File: src/rtl/program_loader.sv
// Boot-time program loader.
// Accepts a byte stream (16-bit big-endian word count followed by big-endian
// 32-bit words) and writes each word to instruction/data memory starting at
// address 0. Once the whole image is written, cpu_run releases the CPU.
// An oversized image latches err and the CPU is never released.
module program_loader #(
   parameter int ADDR_W = 8
) (
   input  logic              clk,
   input  logic              reset,
   input  logic              start,
   input  logic              rx_valid,
   input  logic [7:0]        rx_data,
   output logic              rx_ready,
   output logic              mem_we,
   output logic [ADDR_W-1:0] mem_addr,
   output logic [31:0]       mem_wdata,
   output logic              cpu_run,
   output logic              busy,
   output logic              err
);

   // Memory capacity in words, kept at 17 bits so it compares directly with the 16-bit count.
   localparam logic [16:0] DEPTH = 17'd1 << ADDR_W;

   typedef enum logic [2:0] {
      S_IDLE   = 3'd0,
      S_LEN_HI = 3'd1,
      S_LEN_LO = 3'd2,
      S_DATA   = 3'd3,
      S_WRITE  = 3'd4,
      S_DONE   = 3'd5,
      S_ERROR  = 3'd6
   } state_e;

   state_e              state_q, state_d;
   logic [15:0]         len_q, len_d;
   logic [ADDR_W:0]     word_idx_q, word_idx_d;
   logic [1:0]          byte_idx_q, byte_idx_d;
   logic [23:0]         shift_q, shift_d;

   logic                rx_ready_q, rx_ready_d;
   logic                mem_we_q, mem_we_d;
   logic [ADDR_W-1:0]   mem_addr_q, mem_addr_d;
   logic [31:0]         mem_wdata_q, mem_wdata_d;
   logic                cpu_run_q, cpu_run_d;
   logic                busy_q, busy_d;
   logic                err_q, err_d;

   logic                xfer_s;
   logic [15:0]         len_full_s;
   logic [16:0]         next_idx_s;
   logic                last_word_s;

   // A byte moves only when the loader advertises ready and the source offers one.
   assign xfer_s      = rx_valid & rx_ready_q;
   // Full count as seen while the low byte is on the bus.
   assign len_full_s  = {len_q[15:8], rx_data};
   // word_idx carries one extra bit, so a full-depth image never wraps.
   assign next_idx_s  = 17'(word_idx_q) + 17'd1;
   assign last_word_s = (next_idx_s == {1'b0, len_q});

   // State register with synchronous active-low reset.
   always_ff @(posedge clk) begin
      if (!reset) begin
         state_q <= S_IDLE;
      end else begin
         state_q <= state_d;
      end
   end

   // Next-state logic of the load sequence.
   always_comb begin
      state_d = state_q;
      case (state_q)
         S_IDLE: begin
            if (start) state_d = S_LEN_HI;
            else       state_d = S_IDLE;
         end
         S_LEN_HI: begin
            if (xfer_s) state_d = S_LEN_LO;
            else        state_d = S_LEN_HI;
         end
         S_LEN_LO: begin
            if (!xfer_s)                          state_d = S_LEN_LO;
            else if (len_full_s == 16'd0)         state_d = S_DONE;
            else if ({1'b0, len_full_s} > DEPTH)  state_d = S_ERROR;
            else                                  state_d = S_DATA;
         end
         S_DATA: begin
            if (xfer_s && (byte_idx_q == 2'd3)) state_d = S_WRITE;
            else                                state_d = S_DATA;
         end
         S_WRITE: begin
            if (last_word_s) state_d = S_DONE;
            else             state_d = S_DATA;
         end
         S_DONE:  state_d = S_DONE;
         S_ERROR: state_d = S_ERROR;
         default: state_d = S_IDLE;
      endcase
   end

   // Datapath updates: length capture, byte assembly and word counting.
   always_comb begin
      len_d      = len_q;
      word_idx_d = word_idx_q;
      byte_idx_d = byte_idx_q;
      shift_d    = shift_q;
      case (state_q)
         S_LEN_HI: begin
            if (xfer_s) len_d[15:8] = rx_data;
            else        len_d = len_q;
         end
         S_LEN_LO: begin
            if (xfer_s) len_d[7:0] = rx_data;
            else        len_d = len_q;
         end
         S_DATA: begin
            if (xfer_s) begin
               // Two-bit counter wraps 3 -> 0 on the fourth byte.
               shift_d    = {shift_q[15:0], rx_data};
               byte_idx_d = byte_idx_q + 2'd1;
            end else begin
               shift_d    = shift_q;
               byte_idx_d = byte_idx_q;
            end
         end
         S_WRITE: begin
            if (!last_word_s) word_idx_d = word_idx_q + {{ADDR_W{1'b0}}, 1'b1};
            else              word_idx_d = word_idx_q;
         end
         default: begin
            len_d = len_q;
         end
      endcase
   end

   // Datapath registers.
   always_ff @(posedge clk) begin
      if (!reset) begin
         len_q      <= 16'd0;
         word_idx_q <= '0;
         byte_idx_q <= 2'd0;
         shift_q    <= 24'd0;
      end else begin
         len_q      <= len_d;
         word_idx_q <= word_idx_d;
         byte_idx_q <= byte_idx_d;
         shift_q    <= shift_d;
      end
   end

   // Output decode from the upcoming state, so every output leaves a flop.
   always_comb begin
      rx_ready_d  = 1'b0;
      mem_we_d    = 1'b0;
      mem_addr_d  = mem_addr_q;
      mem_wdata_d = mem_wdata_q;
      cpu_run_d   = 1'b0;
      busy_d      = 1'b0;
      err_d       = 1'b0;
      case (state_d)
         S_LEN_HI, S_LEN_LO, S_DATA: begin
            rx_ready_d = 1'b1;
            busy_d     = 1'b1;
         end
         S_WRITE: begin
            // Entered only from DATA on the fourth byte, which is still on the bus.
            mem_we_d    = 1'b1;
            busy_d      = 1'b1;
            mem_addr_d  = word_idx_q[ADDR_W-1:0];
            mem_wdata_d = {shift_q, rx_data};
         end
         S_DONE:  cpu_run_d = 1'b1;
         S_ERROR: err_d     = 1'b1;
         default: busy_d    = 1'b0;
      endcase
   end

   // Output registers.
   always_ff @(posedge clk) begin
      if (!reset) begin
         rx_ready_q  <= 1'b0;
         mem_we_q    <= 1'b0;
         mem_addr_q  <= '0;
         mem_wdata_q <= 32'd0;
         cpu_run_q   <= 1'b0;
         busy_q      <= 1'b0;
         err_q       <= 1'b0;
      end else begin
         rx_ready_q  <= rx_ready_d;
         mem_we_q    <= mem_we_d;
         mem_addr_q  <= mem_addr_d;
         mem_wdata_q <= mem_wdata_d;
         cpu_run_q   <= cpu_run_d;
         busy_q      <= busy_d;
         err_q       <= err_d;
      end
   end

   assign rx_ready  = rx_ready_q;
   assign mem_we    = mem_we_q;
   assign mem_addr  = mem_addr_q;
   assign mem_wdata = mem_wdata_q;
   assign cpu_run   = cpu_run_q;
   assign busy      = busy_q;
   assign err       = err_q;

endmodule

File: config.mk
export PLATFORM = sky130hd
export DESIGN_NAME = program_loader
export DESIGN_NICKNAME = d
export VERILOG_FILES = /design/src/rtl/program_loader.sv
export SDC_FILE = /design/constraint.sdc
export NUM_CORES = 1
export LEC_CHECK = 0
export CAP_MARGIN = 10
export CORE_MARGIN = 4
export CORE_UTILIZATION = 49
export DETAILED_ROUTE_END_ITERATION = 10
export PLACE_DENSITY = 0.84
export SYNTH_ARGS = -nofsm -noshare
export SYNTH_HDL_FRONTEND = slang
export SYNTH_SLANG_ARGS = --single-unit
File: constraint.sdc
create_clock -name clk -period 4.7 [get_ports clk]
set_input_delay 0.94 -clock clk [delete_from_list [all_inputs] [get_ports clk]]
set_output_delay 0.94 -clock clk [all_outputs]
set_load 0.05 [all_outputs]
* Word-level counts from Yosys, hierarchy flattened
Index checks and enable logic that the tools add are counted.
** Storage, ports and cells
- Bits in registers :: 99
- ROM bits :: 0
- Latch bits :: 0
- Memories kept :: 0
- Output and inout bits :: 45
- RAM bits :: 0
** Cells by class
- Multipliers :: 0
- Divide/modulo/power cells :: 0
- Reductions and logical operators :: 9
- Muxes and demuxes :: 15
- $lt $le $gt $ge :: 1
- Shifts and indexed selects :: 0
- Eq/ne operators :: 14
- Add/sub/neg operators :: 3
- Bitwise gates (word level) :: 4
** Operators by type and width (count)
- $pmux W16 S2 :: 1
- $pmux W3 S7 :: 1
- $eq A3 B3 Y1 const B :: 6
- $eq A10 B16 Y1 :: 1
- $gt A16 B9 Y1 const B :: 1
- $logic_not A16 Y1 :: 1
- $mux W3 :: 5
- $eq A3 B2 Y1 const B :: 4
- $add A9 B1 Y10 const B :: 1
- $add A9 B1 Y9 const B :: 1
- $mux W8 :: 1
- $eq A3 B1 Y1 const B :: 2
- $mux W1 :: 6
- $reduce_and A3 Y1 :: 2
- $reduce_and A2 Y1 :: 2
- $reduce_or A4 Y1 :: 1
- $logic_not A3 Y1 :: 1
- $not A1 Y1 :: 3
- $reduce_or A3 Y1 :: 1
- $add A2 B1 Y2 const B :: 1
- $eq A2 B2 Y1 const B :: 1
- $mux W2 :: 1
- $and A1 B1 Y1 :: 1
- $logic_and A1 B1 Y1 :: 1

* Longest topological paths before layout
Gate-level depths: netlist (run 1).
- Depth after elaboration :: 8
- Mapped depth :: 10
- Gate-level depth less buffers :: 7

* Worst setup path after synthesis (run 1)
Ideal clock, no wire load.
- Path kind :: input to register
- Start point :: input rx_valid
- End point :: register mem_wdata_q[30], in the netlist mem_wdata[30]
- Data arrival time :: 2.305 ns
- Buffers on the path :: 1
- Required time :: 4.566 ns
- Setup slack :: 2.261 ns
- Cell stages on the path :: 6
- Cells stage by stage :: nand2_1 > nor3_1 > nand2_1 > clkbuf_1 > nand2_1 > a21oi_1
** Between the ends
- Longest elaborated chain between the ends :: 5
- Elaborated cells on any way between the ends :: 7
- Those cells by class :: 1 x eq/ne; 4 x mux; 1 x bitwise; 1 x reduce/logical
** RTL lines
- from (decl) :: RTL line 12 : input logic rx_valid,
- $and A1 B1 Y1 * :: RTL line 56 : assign xfer_s = rx_valid & rx_ready_q;
- $logic_and A1 B1 Y1 :: RTL line 91 : if (xfer_s && (byte_idx_q == 2'd3)) state_d = S_WRITE;
- $mux W3 :: RTL line 91
- $pmux W3 S7 * :: RTL line 75 : case (state_q)
- $eq A3 B3 Y1 * :: RTL line 163 : case (state_d)
- to (signal assigned) :: RTL line 195 : mem_wdata_q <= mem_wdata_d;
- to (decl) :: RTL line 45 : logic [31:0] mem_wdata_q, mem_wdata_d;
Every way passes the cells marked *; elsewhere a longest branch is shown, timed or not.
A chain may end at the register's enable or synchronous reset.

* Final worst setup path (run 1)
- Start point :: input rx_valid
- End point :: register err_q, in the netlist err
** Between the ends
- Longest elaborated chain between the ends :: 6
- Elaborated cells on any way between the ends :: 8
- Those cells by class :: 1 x eq/ne; 5 x mux; 1 x bitwise; 1 x reduce/logical
** RTL lines
- $and A1 B1 Y1 * :: RTL line 56
- $logic_and A1 B1 Y1 :: RTL line 91
- $mux W3 :: RTL line 91
- $pmux W3 S7 * :: RTL line 75
- $eq A3 B3 Y1 * :: RTL line 163
- $mux W1 * :: RTL line 163
- to (signal assigned) :: RTL line 198 : err_q <= err_d;
- to (decl) :: RTL line 48 : logic err_q, err_d;
Marked as above.

==> results.py, run 1 <==
metrics = {
    "sta": {
        "max_slew.worst_pin.slew_ns": 1.242,
        "whs_ns": 0.4516,
        "drv_slew": 0,
        "finalSetupViolCount": 0,
        "fin_skew_ns": 0.007170,
        "min_period_over_period": 0.6374,
        "period_minus_slack_ns": 2.996,
        "layout_setup_ws_ns": 1.704,
        "final-hold-violation-count": 0,
        "max_freq_mhz": 333.8,
        "tns_ns": 0,
        "relSlewSlack": 0.1642,
        "rsz0062_at_grt": "false",
    },
    "worst_setup_path": {
        "cp.arrival_ns": 3.28,
        "worstPathCellList": "clkdlybuf4s50_1 -> nand2_1 -> nor3_2 -> buf_4 -> nand2_1 -> buf_4 -> a21oi_1 -> a31oi_1 -> nor4_1",
        "slowest_stage": "clkdlybuf4s50_1",
        "rr_worst_depth": 7,
        "cp_slowest_stage_delay_ns": 0.50,
        "rrSetupSlack_ns": 1.76,
        "path_depth": 9,
        "cp_max_fo": 27,
        "cp.required_ns": 4.99,
        "crit_type": "input port to flop",
        "cp-end-kind": "flop",
        "crit_buf_inv": 3,
        "crit_path_start_kind": "input port",
        "crit_family": "buffers and inverters",
    },
    "die": {
        "io_pins": 57,
        "chipHeight_um": 99.74,
        "die-area_um2": 9948,
        "placementRows": 33,
        "start_util": 0.5019,
        "coreArea_um2": 8217,
        "die_x_um": 99.74,
    },
    "clocking": {
        "clk_pin_slew_ns": 0.09,
        "clock_sinks": 99,
        "max-clock-path-buffers": 2,
        "cts-hold-fix-buffers": 0,
        "insertion_delay_ns": 0.38,
        "cts_root_buf": "clkbuf_8",
        "cts_resized": 0,
        "postCtsSetupBuffers": 0,
        "cts_buffers": 9,
        "cts_tree": "yes",
        "htree_levels": 3,
    },
    "synthesis": {
        "syn_area_per_cell_um2": 8.086,
        "netlist_top_cells_area": "dfxtp_1 (48%), nand2_1 (15%), a21oi_1 (11%)",
        "ys_types": 55,
        "syn_nets": 524,
        "yosysTopAreaCell": "dfxtp_1",
        "synth_top_area_frac": 0.4806,
        "yosysSeqAreaShare": 0.4806,
        "synthCells": 510,
        "async_reset_ff_frac": 0,
        "synth_warnings": 0,
        "synth-edff-count": 0,
        "ys_ff_latch": 99,
        "ys.flop_type": "dfxtp_1",
        "synth_area_um2": 4124,
    },
    "hold_path": {
        "hold_class": "flop to flop",
        "whs_path_depth": 2,
    },
    "power": {
        "p_sw_mw": 0.3590,
        "p_int_mw": 1.120,
        "seq_power_share": 0.574,
        "combPwrFrac": 0.049,
        "vdd_drop_max_mv": 0.1962,
        "clockPowerShare": 0.377,
        "leakagePower_nw": 1.557,
        "p_sw_frac": 0.2428,
        "pwr_density_cell_nw_per_um2": 302.1,
    },
    "placed_design": {
        "dp_hpwl_mm": 6.615,
        "post-place-ws_ns": 1.297,
        "portBuffers": 56,
        "globalplace.congestion": 0.8635,
    },
    "finish": {
        "n_fill_cell": 746,
        "diodes": 0,
        "multi_input_area_um2": 1976,
        "final-seq-area_um2": 1982,
        "final_cell_mix": "nand2_1 (163), dfxtp_1 (99), a21oi_1 (94), clkdlybuf4s50_1 (56), nand3_1 (14)",
        "drive_above_1_share": 0.07818,
        "final_nets": 559,
        "layout_commonest_cell": "nand2_1",
        "syn2layout_area_growth_pct": 18.69,
    },
    "drt": {
        "wl_mm": 9.541,
        "vias": 3706,
        "firstDrtPassIters": 5,
        "ant_nets": 0,
        "drtIter0Drc": 251,
        "drt-wirelength-per-cell_um": 14.57,
        "route.detailed.drc": 0,
        "avgViaCountPerCell": 5.658,
    },
    "grt": {
        "grt_pass1_wl_mm": 15.77,
        "grt_overflow": 0,
        "grt_antenna_before_repair": 0,
        "grt_max_degree": 57,
        "grt_usage": 0.1921,
        "first_global_vias": 3360,
    },
    "flow_run": {
        "maxCapViolCount": 0,
    },
    "status": {
        "status": "complete, no violations",
    },
}
[final timing paths]
check / from / to
worst max-delay path: rx_valid / err
worst min-delay path: len_q[14] / len_q[14]
worst max register to register: word_idx_q[0] / cpu_run
worst min register to register: len_q[14] / len_q[14]
[Yosys cell counts (2+ instances only)]
| cell type | number |
|---|---|
| inv_1 | 4 |
| dfxtp_1 | 99 |
| xor2_1 | 5 |
| xnor2_1 | 5 |
| o31ai_1 | 5 |
| or4_4 | 2 |
| or2_2 | 2 |
| or3_1 | 6 |
| a21oi_1 | 94 |
| nor2_1 | 6 |
| buf_2 | 7 |
| and3_1 | 5 |
| or4_1 | 5 |
| clkbuf_1 | 27 |
| o21ai_1 | 5 |
| ha_1 | 2 |
| and4_1 | 4 |
| a21oi_2 | 3 |
| nand3_1 | 14 |
| a31oi_1 | 5 |
| o21ai_2 | 2 |
| nand2_1 | 163 |
| nor4_1 | 6 |
| o21a_1 | 2 |
| o22ai_1 | 2 |
[power groups by stage]
stage	Clock, mW	Sequential (mW)	Combinational, mW
after global placement	0	0.868	0.0703
after floorplan	0	0.873	0.0387
after global routing	0.594	0.849	0.0774
after CTS	0.558	0.848	0.0723
after detailed placement	0	0.868	0.0716
final	0.557	0.848	0.0729
[cell families after synthesis]
logic type,after synthesis,share of synthesized area
muxes,1,0.002730
xor gates and xnor gates,10,0.02124
and+or+nand+nor,229,0.2582
AOI/OAI and AO/OA,129,0.1881
buffers and inverters,40,0.04308
DFF,99,0.4806
adders and majority gates,2,0.006067
[metal layers]
layer / vias to the layer above / part of all wire / track usage
li1: 1817 / - / -
met1: 1704 / 0.43 / 0.2637
met2: 165 / 0.47 / 0.2966
met3: 20 / 0.080 / 0.04137
met4: 0 / 0.016 / 0.07248
met5: - / 0 / 0
[cell type report]
| class | count | area share |
|---|---|---|
| clock buffer | 10 | 0.02607 |
| multi-input combinational | 371 | 0.4036 |
| sequential | 99 | 0.4049 |
| inverter | 4 | 0.003067 |
| tap | 105 | 0.02684 |
| clock inverter | 6 | 0.01483 |
| timing repair buffer | 60 | 0.1207 |
[tightest hold or removal path: stages, from the launching register on]
cell,delay [ns]
dfxtp_1,0.32
nand2_1,0.05
a21oi_1,0.05
[through the flow]
stage	instances	cell area [um^2]	total power [mW]	util
after floorplan	510	4124	0.9115	-
after global placement	639	4695	0.9378	0.5713
after detailed placement	639	4695	0.9394	0.5713
after CTS	655	4895	1.479	0.5957
after global routing	655	4895	1.521	0.5957
final	655	4895	1.479	0.5957
[registers in the layout (all words and copies together) (netlist names), 2 cells and up]
name        flops
byte_idx_q      2
len_q          16
mem_addr        8
mem_wdata      32
shift_q        24
state_q         3
word_idx_q      9
Note: power is estimated with default switching activity, not from simulation.
==> run 2, diff against run 1 <==
--- a/config.mk
+++ b/config.mk
@@ -9,7 +9,7 @@
 export CORE_MARGIN = 4
 export CORE_UTILIZATION = 49
 export DETAILED_ROUTE_END_ITERATION = 10
-export PLACE_DENSITY = 0.84
+export PLACE_DENSITY = 0.86
 export SYNTH_ARGS = -nofsm -noshare
 export SYNTH_HDL_FRONTEND = slang
 export SYNTH_SLANG_ARGS = --single-unit
==> constraint.sdc (replaced) <==
create_clock -name clk -period 2.42 [get_ports clk]
set_input_delay 0.484 -clock clk [delete_from_list [all_inputs] [get_ports clk]]
set_output_delay 0.484 -clock clk [all_outputs]
set_load 0.05 [all_outputs]
==> run 2 against run 1 <==
Effect of this change: combinational power increased by 130%; hold slack improved by 0.0066 ns; clock power increased by 110%; clock skew increased by 0.0023 ns.
==> results.py, run 2 (synthesis gave the netlist of run 1 again) <==
metrics = {
    "status": {
        "status": "complete, no violations",
    },
    "grt": {
        "grt_max_degree": 42,
        "grt_antenna_before_repair": 0,
        "grt_overflow": 0,
        "grt_usage": 0.2091,
        "grt_pass1_wl_mm": 16.88,
        "first_global_vias": 3702,
    },
    "hold_path": {
        "hold_class": "flop to flop",
    },
    "sta": {
        "fin_skew_ns": 0.009510,
        "rsz0062_at_grt": "false",
        "final-hold-violation-count": 0,
        "whs_ns": 0.4582,
        "period_minus_slack_ns": 2.313,
        "finalSetupViolCount": 0,
        "max_freq_mhz": 432.4,
        "relSlewSlack": 0.6421,
        "max_slew.worst_pin.slew_ns": 0.5361,
        "tns_ns": 0,
        "drv_slew": 0,
        "min_period_over_period": 0.9556,
    },
    "power": {
        "pwr_density_cell_nw_per_um2": 574.2,
        "leakagePower_nw": 1.741,
        "vdd_drop_max_mv": 0.3025,
        "power.total_mw": 2.964,
    },
    "finish": {
        "diodes": 0,
        "layout_commonest_cell": "nand2_1",
        "largest_register_ffs": 32,
        "multi_input_area_um2": 1976,
        "syn2layout_area_growth_pct": 25.15,
        "fin_area_um2": 5161,
        "final-seq-area_um2": 1982,
        "drive_above_1_share": 0.1306,
        "final_nets": 591,
        "final_cell_mix": "nand2_1 (163), dfxtp_1 (99), a21oi_1 (94), clkdlybuf4s50_1 (56), buf_4 (35)",
        "n_fill_cell": 661,
    },
    "clocking": {
        "cts_root_buf": "clkbuf_8",
        "clock_sinks": 99,
        "cts-hold-fix-buffers": 0,
        "htree_levels": 3,
        "cts_tree": "yes",
        "postCtsSetupBuffers": 0,
        "cts_resized": 0,
        "max-clock-path-buffers": 2,
        "cts_buffers": 9,
        "clk_pin_slew_ns": 0.10,
        "insertion_delay_ns": 0.38,
    },
    "drt": {
        "firstDrtPassIters": 5,
        "wl_mm": 10.12,
        "avgViaCountPerCell": 5.651,
        "drtIter0Drc": 274,
        "route.detailed.drc": 0,
        "drt-wirelength-per-cell_um": 14.73,
        "ant_nets": 0,
        "vias": 3882,
    },
    "worst_setup_path": {
        "slowest_stage": "dfxtp_1",
        "cp.arrival_ns": 2.62,
        "crit_start": "word_idx_q[2]",
        "path_depth": 7,
        "cp_max_fo": 12,
        "crit_type": "flop to flop",
        "cp-end-kind": "flop",
        "rr_worst_depth": 7,
        "crit_buf_inv": 1,
        "crit_path_start_kind": "flop",
        "rrSetupSlack_ns": 0.11,
        "worstPathCellList": "nand4_2 -> or4_4 -> o2111ai_2 -> a2111oi_4 -> buf_4 -> or4_1 -> a21oi_1",
        "r2r-end": "word_idx_q[7]",
        "cp_slowest_stage_delay_ns": 0.55,
        "rr_startpoint": "word_idx_q[2]",
        "crit_family": "simple AND/OR/NAND/NOR gates",
        "crit_path_end": "word_idx_q[7]",
        "cp.required_ns": 2.73,
    },
    "die": {
        "die_x_um": 99.74,
        "placementRows": 33,
        "coreArea_um2": 8217,
        "io_pins": 57,
        "start_util": 0.5019,
        "chipHeight_um": 99.74,
        "die-area_um2": 9948,
    },
    "flow_run": {
        "maxCapViolCount": 0,
    },
    "placed_design": {
        "globalplace.congestion": 0.9495,
        "portBuffers": 56,
        "postPlaceCellArea_um2": 4947,
        "dp_hpwl_mm": 7.144,
    },
}
## run 2: changes by cell type in the layout (fill, tap and decap cells not counted)
cell / before / now
clkbuf_1: 1 / 0
buf_12: 0 / 1
clkbuf_8: 9 / 10
buf_4: 4 / 35
clkinvlp_4: 3 / 0
inv_6: 1 / 4
## run 2: worst min-delay path, cell delays in order (launching register included)
cell and delay [ns]:
dfxtp_1 0.32, nand2_1 0.05, a21oi_1 0.05
## run 2: power by group
group / total [mW] / leakage, nW / internal, mW / switching [mW]
Sequential: 1.65 / 0.798 / 1.64 / 0.0112
Combinational: 0.169 / 0.833 / 0.0686 / 0.100
Clock: 1.15 / 0.110 / 0.529 / 0.617
## run 2: worst min-delay path by stage
stage	cells after the start	slack [ns]	startpoint	end
after floorplan	2	0.43	len_q[14]	len_q[14]
after global placement	2	0.43	len_q[14]	len_q[14]
after detailed placement	2	0.44	len_q[14]	len_q[14]
after CTS	2	0.46	mem_addr[2]	mem_addr[2]
after global routing	2	0.48	mem_addr[3]	mem_addr[3]
final	2	0.46	mem_wdata[23]	mem_wdata[23]
## run 2: routing by layer
metal / up-vias / GRT usage / part of all wire
li1: 1888 / - / -
met1: 1825 / 0.2668 / 0.43
met2: 148 / 0.3422 / 0.48
met3: 21 / 0.04628 / 0.068
met4: 0 / 0.08508 / 0.023
met5: - / 0 / 0
## run 2: final cells by class
type,instances,share of cell area
clock buffer,10,0.02667
clock inverter,6,0.01479
inverter,4,0.002909
multi-input combinational,371,0.3828
sequential,99,0.3840
tap,105,0.02545
timing repair buffer,92,0.1634
## run 2: stage by stage
stage,instances,worst slack [ns],util
after detailed placement,671,0.03093,0.6021
final,687,0.1074,0.6281
after floorplan,510,0.1432,-
after CTS,687,0.1484,0.6281
after global placement,671,0.07559,0.6021
after global routing,687,0.004848,0.6281
